## config.mk

```make
export PLATFORM = sky130hd
export DESIGN_NAME = rgb_pixel_source
export DESIGN_NICKNAME = d
export VERILOG_FILES = /design/src/rtl/rgb_pixel_source.sv
export SDC_FILE = /design/constraint.sdc
export NUM_CORES = 1
export LEC_CHECK = 0
export CAP_MARGIN = 10
export CORE_MARGIN = 2
export CORE_UTILIZATION = 56
export CTS_CLUSTER_DIAMETER = 30
export CTS_CLUSTER_SIZE = 20
export DETAILED_ROUTE_END_ITERATION = 6
export PLACE_DENSITY = 0.81
export SKIP_CTS_REPAIR_TIMING = 1
export SLEW_MARGIN = 5
export SYNTH_ARGS = -nofsm -noshare
export SYNTH_HDL_FRONTEND = slang
export SYNTH_SLANG_ARGS = --single-unit
```

## constraint.sdc

```tcl
create_clock -name i_clk -period 5.1 [get_ports i_clk]
set_input_delay 0.51 -clock i_clk [delete_from_list [all_inputs] [get_ports i_clk]]
set_output_delay 0.51 -clock i_clk [all_outputs]
set_load 0.02 [all_outputs]
```

## src/rtl/rgb_pixel_source.sv

```systemverilog
// rgb_pixel_source: streams packed RGB pixels from a sync ROM into three independent busy/vld channel FIFOs.
// Define RGB_PIXEL_SOURCE_GRAY_EN to push luminance Y=(R+2G+B)>>2 on all channels instead of raw components.
module rgb_pixel_source #(
  parameter int ADDR_W     = 16,
  parameter int FIFO_DEPTH = 4
) (
  input  logic              i_clk,
  input  logic              i_rst,
  input  logic              i_start,
  input  logic [ADDR_W-1:0] i_frame_len,
  output logic              o_active,
  output logic              o_done,
  output logic              o_mem_rd,
  output logic [ADDR_W-1:0] o_mem_addr,
  input  logic [23:0]       i_mem_rdata,
  output logic              o_r_vld,
  output logic [7:0]        o_r_data,
  input  logic              i_r_busy,
  output logic              o_g_vld,
  output logic [7:0]        o_g_data,
  input  logic              i_g_busy,
  output logic              o_b_vld,
  output logic [7:0]        o_b_data,
  input  logic              i_b_busy
);
  localparam int PW = $clog2(FIFO_DEPTH);
  localparam logic [1:0] IDLE  = 2'd0;
  localparam logic [1:0] FETCH = 2'd1;
  localparam logic [1:0] DRAIN = 2'd2;
  localparam logic [1:0] DONE  = 2'd3;

  logic [1:0]        state_q, state_d;
  logic [ADDR_W-1:0] len_q, len_d, cnt_q, cnt_d;
  logic              pend_q, done_q, active_q, start_w;
  logic [2:0]        busy_w, vld_w, room_w, empty_w;
  logic [2:0][7:0]   push_w, head_w;

  assign busy_w     = {i_b_busy, i_g_busy, i_r_busy};
  assign start_w    = state_q == IDLE && i_start;
  assign o_mem_rd   = state_q == FETCH && &room_w;
  assign o_mem_addr = cnt_q;
  assign o_done     = done_q;
  assign o_active   = active_q;
  assign o_r_vld    = vld_w[0];
  assign o_g_vld    = vld_w[1];
  assign o_b_vld    = vld_w[2];
  assign o_r_data   = head_w[0];
  assign o_g_data   = head_w[1];
  assign o_b_data   = head_w[2];

`ifdef RGB_PIXEL_SOURCE_GRAY_EN
  logic [9:0] y_w;
  assign y_w    = (10'(i_mem_rdata[23:16]) + {1'b0, i_mem_rdata[15:8], 1'b0} + 10'(i_mem_rdata[7:0])) >> 2;
  assign push_w = {3{y_w[7:0]}};
`else
  assign push_w = {i_mem_rdata[7:0], i_mem_rdata[15:8], i_mem_rdata[23:16]};
`endif

  always_comb begin
    state_d = state_q;
    len_d   = start_w ? i_frame_len : len_q;
    cnt_d   = start_w ? '0 : cnt_q + ADDR_W'(o_mem_rd);
    if (start_w) state_d = i_frame_len == '0 ? DONE : FETCH;
    else if (state_q == FETCH && o_mem_rd && cnt_d == len_q) state_d = DRAIN;
    else if (state_q == DRAIN && !pend_q && &empty_w) state_d = DONE;
    else if (state_q == DONE) state_d = IDLE;
  end

  always_ff @(posedge i_clk or posedge i_rst)
    if (i_rst) begin
      state_q  <= IDLE;
      len_q    <= '0;
      cnt_q    <= '0;
      pend_q   <= 1'b0;
      done_q   <= 1'b0;
      active_q <= 1'b0;
    end else begin
      state_q  <= state_d;
      len_q    <= len_d;
      cnt_q    <= cnt_d;
      pend_q   <= o_mem_rd;
      done_q   <= state_q == DONE;
      active_q <= start_w | (active_q & ~done_q);
    end

  // Read gating counts the in-flight read so a push can never land on a full FIFO.
  for (genvar c = 0; c < 3; c++) begin : g_ch
    logic [PW:0] wr_q, rd_q, cnt_w;
    logic [7:0]  mem_q [FIFO_DEPTH];
    assign cnt_w      = wr_q - rd_q;
    assign vld_w[c]   = cnt_w != '0;
    assign empty_w[c] = cnt_w == '0;
    assign head_w[c]  = mem_q[rd_q[PW-1:0]];
    assign room_w[c]  = ({1'b0, cnt_w} + {{(PW+1){1'b0}}, pend_q}) < (PW+2)'(FIFO_DEPTH);
    always_ff @(posedge i_clk or posedge i_rst)
      if (i_rst) begin
        wr_q <= '0;
        rd_q <= '0;
        for (int i = 0; i < FIFO_DEPTH; i++) mem_q[i] <= '0;
      end else begin
        if (pend_q) begin
          mem_q[wr_q[PW-1:0]] <= push_w[c];
          wr_q                <= wr_q + 1'b1;
        end
        if (vld_w[c] && !busy_w[c]) rd_q <= rd_q + 1'b1;
      end
  end
endmodule

```

==> metrics.cfg, run 1 <==
[logic_synthesis]
yosys_warnings=0
ys_types=59
syn_inst=553
syn_area_per_cell_sq_um=13.0
ys_ff_latch=151
synthArstFlopShare=1.00
synth_edf_count=0
netlist_area_sq_um=7210
synth_top_area_cell=dfrtp_1
seq_area_frac_synth=0.524
syn-num-nets=622
synthTopCellsByArea=dfrtp_1 52%, mux2_2 15%, mux4_2 7.5%
synthDominantCellAreaShare=0.524
yosys_most_used_dff=dfrtp_1

[power]
power_density_nw_per_um2=654
power_leakage_nw=3.79
vdd_drop_max_mv=0.380
total_power_mw=5.84

[worst_setup_path]
ff2ff_path_depth=15
crit_type=flop to flop
required_ns=5.40
r2r_end=state_q[0]$_DFFE_PP0P_
cp_max_fo=7
endpoint=state_q[0]$_DFFE_PP0P_
arrival_ns=4.80
setup.worst_path.start=g_ch[0].wr_q[0]$_DFFE_PP0P_
r2r_start=g_ch[0].wr_q[0]$_DFFE_PP0P_
rrSetupSlack_ns=0.60
start_kind=flop
end_kind=flop

[global_route]
grt_pass1_vias=4969
antenna_found_initial=0
grt_start_max_net_pins=115
grt_pass1_wl_mm=25.7
grt_use_total=0.237
grt-ovfl-total=0

[placed_design]
dp_hpwl_mm=10.5
numPortBuffers=91
pre_cts_slack_ns=0.693
finalWeightedCongestion=0.922
place_inst=807

[floorplan]
io_pins=92
start_util=0.571
fp.dieArea_sq_um=13800
core_area_sq_um=12600
die_x_um=117
die_h_um=117
fp-row-count=41

[run_status]
status=finished clean

[detailed_routing]
ant_nets=0
drt_wl_total_mm=15.5
route.detailed.wl_per_inst_um=18.4
drtIter0Drc=310
via_count=4833
vias_per_cell=5.76
drt-pass1-iter-count=6
drc=0

[sta]
skew_ns=0.0101
period_needed_ns=4.50
tightest_slew_ns=1.13
post-route-worst-setup-slack_ns=0.595
relSlewSlack=0.246
rsz0062_at_grt=false
finalSetupViolCount=0
fin_crit_sh=0.883
timing_hold_violations_final=0
fmax_ghz=0.222
slew_violations=0
whs_ns=0.444
fin_setup_tns_ns=0

[final_layout]
most-common-layout-cells=151 x dfrtp_1, 99 x mux2_2, 91 x clkdlybuf4s50_1, 75 x nand2_1, 24 x mux4_2
final_common_cell=dfrtp_1
layout.nets=723
seq_area_sq_um=3780
syn2layout_area_growth_pct=23.8
multi_input_area_sq_um=3310
antenna_cells=0
fin_cells=839
n_fill_cell=912
drive_above_1_share=0.256

[clock_network]
cts.htree.levels=4
cts_tree=yes
cts-root-buf=clkbuf_16
numCtsBuffers=17
clock_path_buffers=2
cts_sinks=151
clk_latency_ns=0.42
path_clk_slew_ns=0.07

[job]
cap_viol_max_count=0

[worst_hold_path]
min_path_cells=1
hp-class=flop to flop

-- worst min path at each step --
stage                     slack, ns                 start              endpoint
after floorplan                0.46  len_q[7]$_DFFE_PP0P_  len_q[7]$_DFFE_PP0P_
after global placement         0.44      o_done$_DFF_PP0_    o_active$_DFF_PP0_
after detailed placement       0.44      o_done$_DFF_PP0_    o_active$_DFF_PP0_
after CTS                      0.45      o_done$_DFF_PP0_    o_active$_DFF_PP0_
after global routing           0.47      o_done$_DFF_PP0_    o_active$_DFF_PP0_
final                          0.44      o_done$_DFF_PP0_    o_active$_DFF_PP0_
-- synth_stat cells (2+ instances only) --
library cell    n
xnor2_1        17
nand2b_1        3
nand2_1        75
clkbuf_1       10
nand4_1         4
nand3_1         9
dfrtp_1       151
mux2_2         99
or3_1           3
o22ai_1         3
mux4_2         24
mux2i_1         4
nor4_1          7
buf_1           4
o31a_1          2
nor3b_1         2
a211o_1         2
nor4_2          2
xor2_1         13
a21oi_1         6
nor3_1          6
inv_1          18
fa_1            3
nor2_1         17
and2_1          3
o21ai_0        10
o2111ai_1       2
nor2b_1         2
ha_1           20
and3_1          3
-- layout make-up --
class	instances	share of cell area
sequential	151	0.423
multi-input combinational	368	0.370
clock buffer	21	0.0527
clock inverter	11	0.0137
tap	172	0.0241
inverter	18	0.00813
timing repair buffer	98	0.108
-- routing by layer --
layer | GRT usage | up-vias | wire, um
met1 | 0.325 | 2443 | 6830
met2 | 0.360 | 160 | 7370
met4 | 0.100 | 0 | 429
li1 | - | 2191 | -
met3 | 0.0664 | 39 | 832
met5 | 0 | - | 0
-- worst max-delay path: stages (launching register included) --
cell and delay, ns:
dfrtp_1 0.42, inv_1 0.10, ha_1 0.22, fa_1 0.54, o22ai_1 0.09, a2111oi_0 0.37, and4_1 0.36, ha_1 0.25
ha_1 0.23, nand4_1 0.26, nor4_2 0.35, mux2i_1 0.34, xor2_1 0.11, a211o_1 0.29, nor4b_2 0.34, nor2_1 0.08
-- per-stage QoR --
stage	util	area, sq um
floorplan	-	7210
global placement	0.661	8340
detailed placement	0.661	8340
CTS	0.708	8930
global route	0.708	8930
finish	0.708	8930
-- state kept, by name (all words and copies together), names as in the netlist --
| name | count |
|---|---|
| len_q | 16 |
| g_ch.wr_q | 9 |
| g_ch.mem_q | 96 |
| pend_q | 1 |
| o_done | 1 |
| state_q | 2 |
| o_active | 1 |
| g_ch.rd_q | 9 |
| o_mem_addr | 16 |
-- power breakdown --
part | switching [mW] | internal [mW] | total (mW)
Combinational | 1.15 | 1.38 | 2.53
Sequential | 0.351 | 1.71 | 2.06
Clock | 0.488 | 0.758 | 1.25
Total | 1.99 | 3.85 | 5.84
-- logic make-up (layout without fill, tap and decap cells) --
logic type / after synthesis / count (layout) / share of synthesized area
AND/OR/NAND/NOR: 148 / 148 / 0.104
flip-flops: 151 / 151 / 0.524
adder cells (fa/ha/maj): 23 / 23 / 0.0430
buffers and inverters: 34 / 148 / 0.0184
XOR/XNOR: 30 / 30 / 0.0364
AO/OA/AOI/OAI: 40 / 40 / 0.0387
multiplexers: 127 / 127 / 0.235
(Power assumes the default switching activity.)
==> run 2: changes to the inputs <==
- CTS_CLUSTER_SIZE: 20 -> default
==> results of run 2 <==
No change in the layout: final DEF, timing and power equal those of run 1.
==> run 3: changes to the inputs <==
- PLACE_DENSITY: 0.81 -> 0.83
- RECOVER_POWER: default -> 100
==> metrics.cfg, run 3 (same netlist as run 1, synthesis figures left out) <==
[final_layout]
antenna_cells=0  ; unchanged
most-common-layout-cells=151 x dfrtp_1, 99 x mux2_2, 75 x nand2_1, 46 x dlygate4sd3_1, 45 x clkdlybuf4s50_1  ; was 151 x dfrtp_1, 99 x mux2_2, 91 x clkdlybuf4s50_1, 75 x nand2_1, 24 x mux4_2
syn2layout_area_growth_pct=23.6  ; was 23.8%
n_fill_cell=891  ; was 912
final_common_cell=dfrtp_1  ; unchanged
layout.nets=722  ; was 723
design_area_sq_um=8920  ; was 8930 sq um
top_register=g_ch.mem_q  ; unchanged
final_util=0.707  ; was 0.708
largest_reg_flops=96  ; unchanged
drive_above_1_share=0.239  ; was 0.256

[global_route]
grt_pass1_wl_mm=25.5  ; was 25.7 mm
grt_util_met2=0.383  ; was 0.360
antenna_found_initial=0  ; unchanged
grt_start_max_net_pins=118  ; was 115
grt_pass1_vias=5013  ; was 4969
gr-usage-met3=0.0514  ; was 0.0664
met1_usage=0.311  ; was 0.325
grt-busiest-layer=met2  ; unchanged
grt_use_total=0.236  ; was 0.237
grt-ovfl-total=0  ; unchanged

[power]
combPwrFrac=0.409  ; was 0.434
internal-power_mw=3.87  ; was 3.85 mW
clockPowerShare=0.234  ; was 0.214
vdd_drop_max_mv=0.504  ; was 0.380 mV
swShare=0.335  ; was 0.341
seqPwrFrac=0.358  ; was 0.353
switching_power_mw=1.95  ; was 1.99 mW
power_leakage_nw=3.84  ; was 3.79 nW
power_density_nw_per_um2=652  ; was 654 nW/um^2

[floorplan]
die_h_um=117  ; unchanged
start_util=0.571  ; unchanged
fp-row-count=41  ; unchanged
fp.dieArea_sq_um=13800  ; unchanged
core_area_sq_um=12600  ; unchanged
io_pins=92  ; unchanged
die_x_um=117  ; unchanged

[sta]
skew_ns=0.00892  ; was 0.0101 ns
relSlewSlack=-0.604  ; was 0.246
slew_violations=154  ; was 0
post-route-worst-setup-slack_ns=0.436  ; was 0.595 ns
rsz0062_at_grt=false  ; unchanged
fmax_ghz=0.214  ; was 0.222 GHz
finalSetupViolCount=0  ; unchanged
timing_hold_violations_final=0  ; unchanged
fin_setup_tns_ns=0  ; unchanged
period_needed_ns=4.66  ; was 4.50 ns
tightest_slew_ns=2.41  ; was 1.13 ns
fin_crit_sh=0.914  ; was 0.883

[worst_hold_path]
min_path_cells=1  ; unchanged
hp-class=flop to flop  ; unchanged
min_from=o_done$_DFF_PP0_  ; unchanged

[worst_setup_path]
endpoint=state_q[0]$_DFFE_PP0P_  ; unchanged
ff2ff_path_depth=15  ; unchanged
arrival_ns=4.96  ; was 4.80 ns
setup.worst_path.start=g_ch[0].wr_q[0]$_DFFE_PP0P_  ; unchanged
r2r_start=g_ch[0].wr_q[0]$_DFFE_PP0P_  ; unchanged
crit_type=flop to flop  ; unchanged
end_kind=flop  ; unchanged
r2r_end=state_q[0]$_DFFE_PP0P_  ; unchanged
required_ns=5.40  ; about the same
cp_max_fo=12  ; was 7
start_kind=flop  ; unchanged
rrSetupSlack_ns=0.44  ; was 0.60 ns

[clock_network]
cts-root-buf=clkbuf_16  ; unchanged
path_clk_slew_ns=0.06  ; was 0.07 ns
clk_latency_ns=0.43  ; was 0.42 ns
cts.htree.levels=4  ; unchanged
cts_sinks=151  ; unchanged
cts_tree=yes  ; unchanged
numCtsBuffers=17  ; unchanged
clock_path_buffers=2  ; unchanged

[detailed_routing]
drt-pass1-iter-count=5  ; was 6
via_count=4781  ; was 4833
vias_per_cell=5.71  ; was 5.76
route.detailed.wl_per_inst_um=18.2  ; was 18.4 um
drc=0  ; unchanged
drt_wl_total_mm=15.2  ; was 15.5 mm
drtIter0Drc=350  ; was 310
ant_nets=0  ; unchanged

[placed_design]
dp_hpwl_mm=10.3  ; was 10.5 mm
finalWeightedCongestion=0.903  ; was 0.922
placed_area_sq_um=8330  ; was 8340 sq um
numPortBuffers=91  ; unchanged
pre_cts_slack_ns=0.576  ; was 0.693 ns

[run_status]
violations=max-capacitance violations, max-slew violations
status=complete, but fails checks  ; was finished clean

[job]
cap_viol_max_count=2  ; was 0

## run 3: cell types whose count changed in the layout (fill, tap and decap cells not counted), sizes merged
| cell | change |
|---|---|
| buf | -6 |
| bufinv | +3 |
| clkbuf | +3 |
| clkdlybuf4s50 | -46 |
| clkinv | +3 |
| clkinvlp | -3 |
| dlygate4sd3 | +46 |
| inv | -1 |
## run 3: per-layer routing
| metal | wire length [um] | share of wire |
|---|---|---|
| met1 | 6680 | 0.44 |
| met2 | 7470 | 0.49 |
| met3 | 722 | 0.047 |
| met4 | 333 | 0.022 |
| met5 | 0 | 0 |
## run 3: power groups by stage
stage	Sequential [mW]	Clock [mW]	Combinational (mW)
3_3_place_gp	2.05	0	2.42
3_5_place_dp	2.10	0	2.48
2_1_floorplan	1.97	0	1.71
5_1_grt	2.15	1.44	2.57
6_report	2.08	1.36	2.38
4_1_cts	2.08	1.38	2.51
## run 3: worst min-delay path by stage
| stage | to | slack [ns] |
|---|---|---|
| floorplan | len_q[7]$_DFFE_PP0P_ | 0.46 |
| global placement | o_active$_DFF_PP0_ | 0.44 |
| detailed placement | o_active$_DFF_PP0_ | 0.44 |
| CTS | o_active$_DFF_PP0_ | 0.45 |
| global route | o_active$_DFF_PP0_ | 0.51 |
| finish | o_active$_DFF_PP0_ | 0.44 |
## run 3: cell type report
type	count	area (sq um)	area share
flip-flops and latches	151	3780	0.424
well taps	172	215	0.0241
inverters	18	71.3	0.00800
clock buffers	19	443	0.0497
clock inverters	13	201	0.0226
repair buffers	97	937	0.105
multi-input cells	368	3270	0.367
## run 3: metrics by stage
stage	std cells	hold slack, ns	total power, mW
final	838	0.441	5.81
after global routing	838	0.509	6.16
after CTS	838	0.447	5.97
after detailed placement	806	0.440	4.58
after global placement	806	0.439	4.47
after floorplan	553	0.460	3.67
## run 3: worst max-delay path, stage by stage (launching register included)
cell and delay (ns):
dfrtp_1 0.42, inv_1 0.11, ha_1 0.22, fa_1 0.54
o22ai_1 0.10, a2111oi_0 0.41, and4_1 0.35, ha_1 0.23
ha_1 0.23, nand4_1 0.37, nor4_1 0.44, mux2i_1 0.31
xor2_1 0.11, a211o_1 0.29, nor4b_2 0.33, nor2_1 0.08
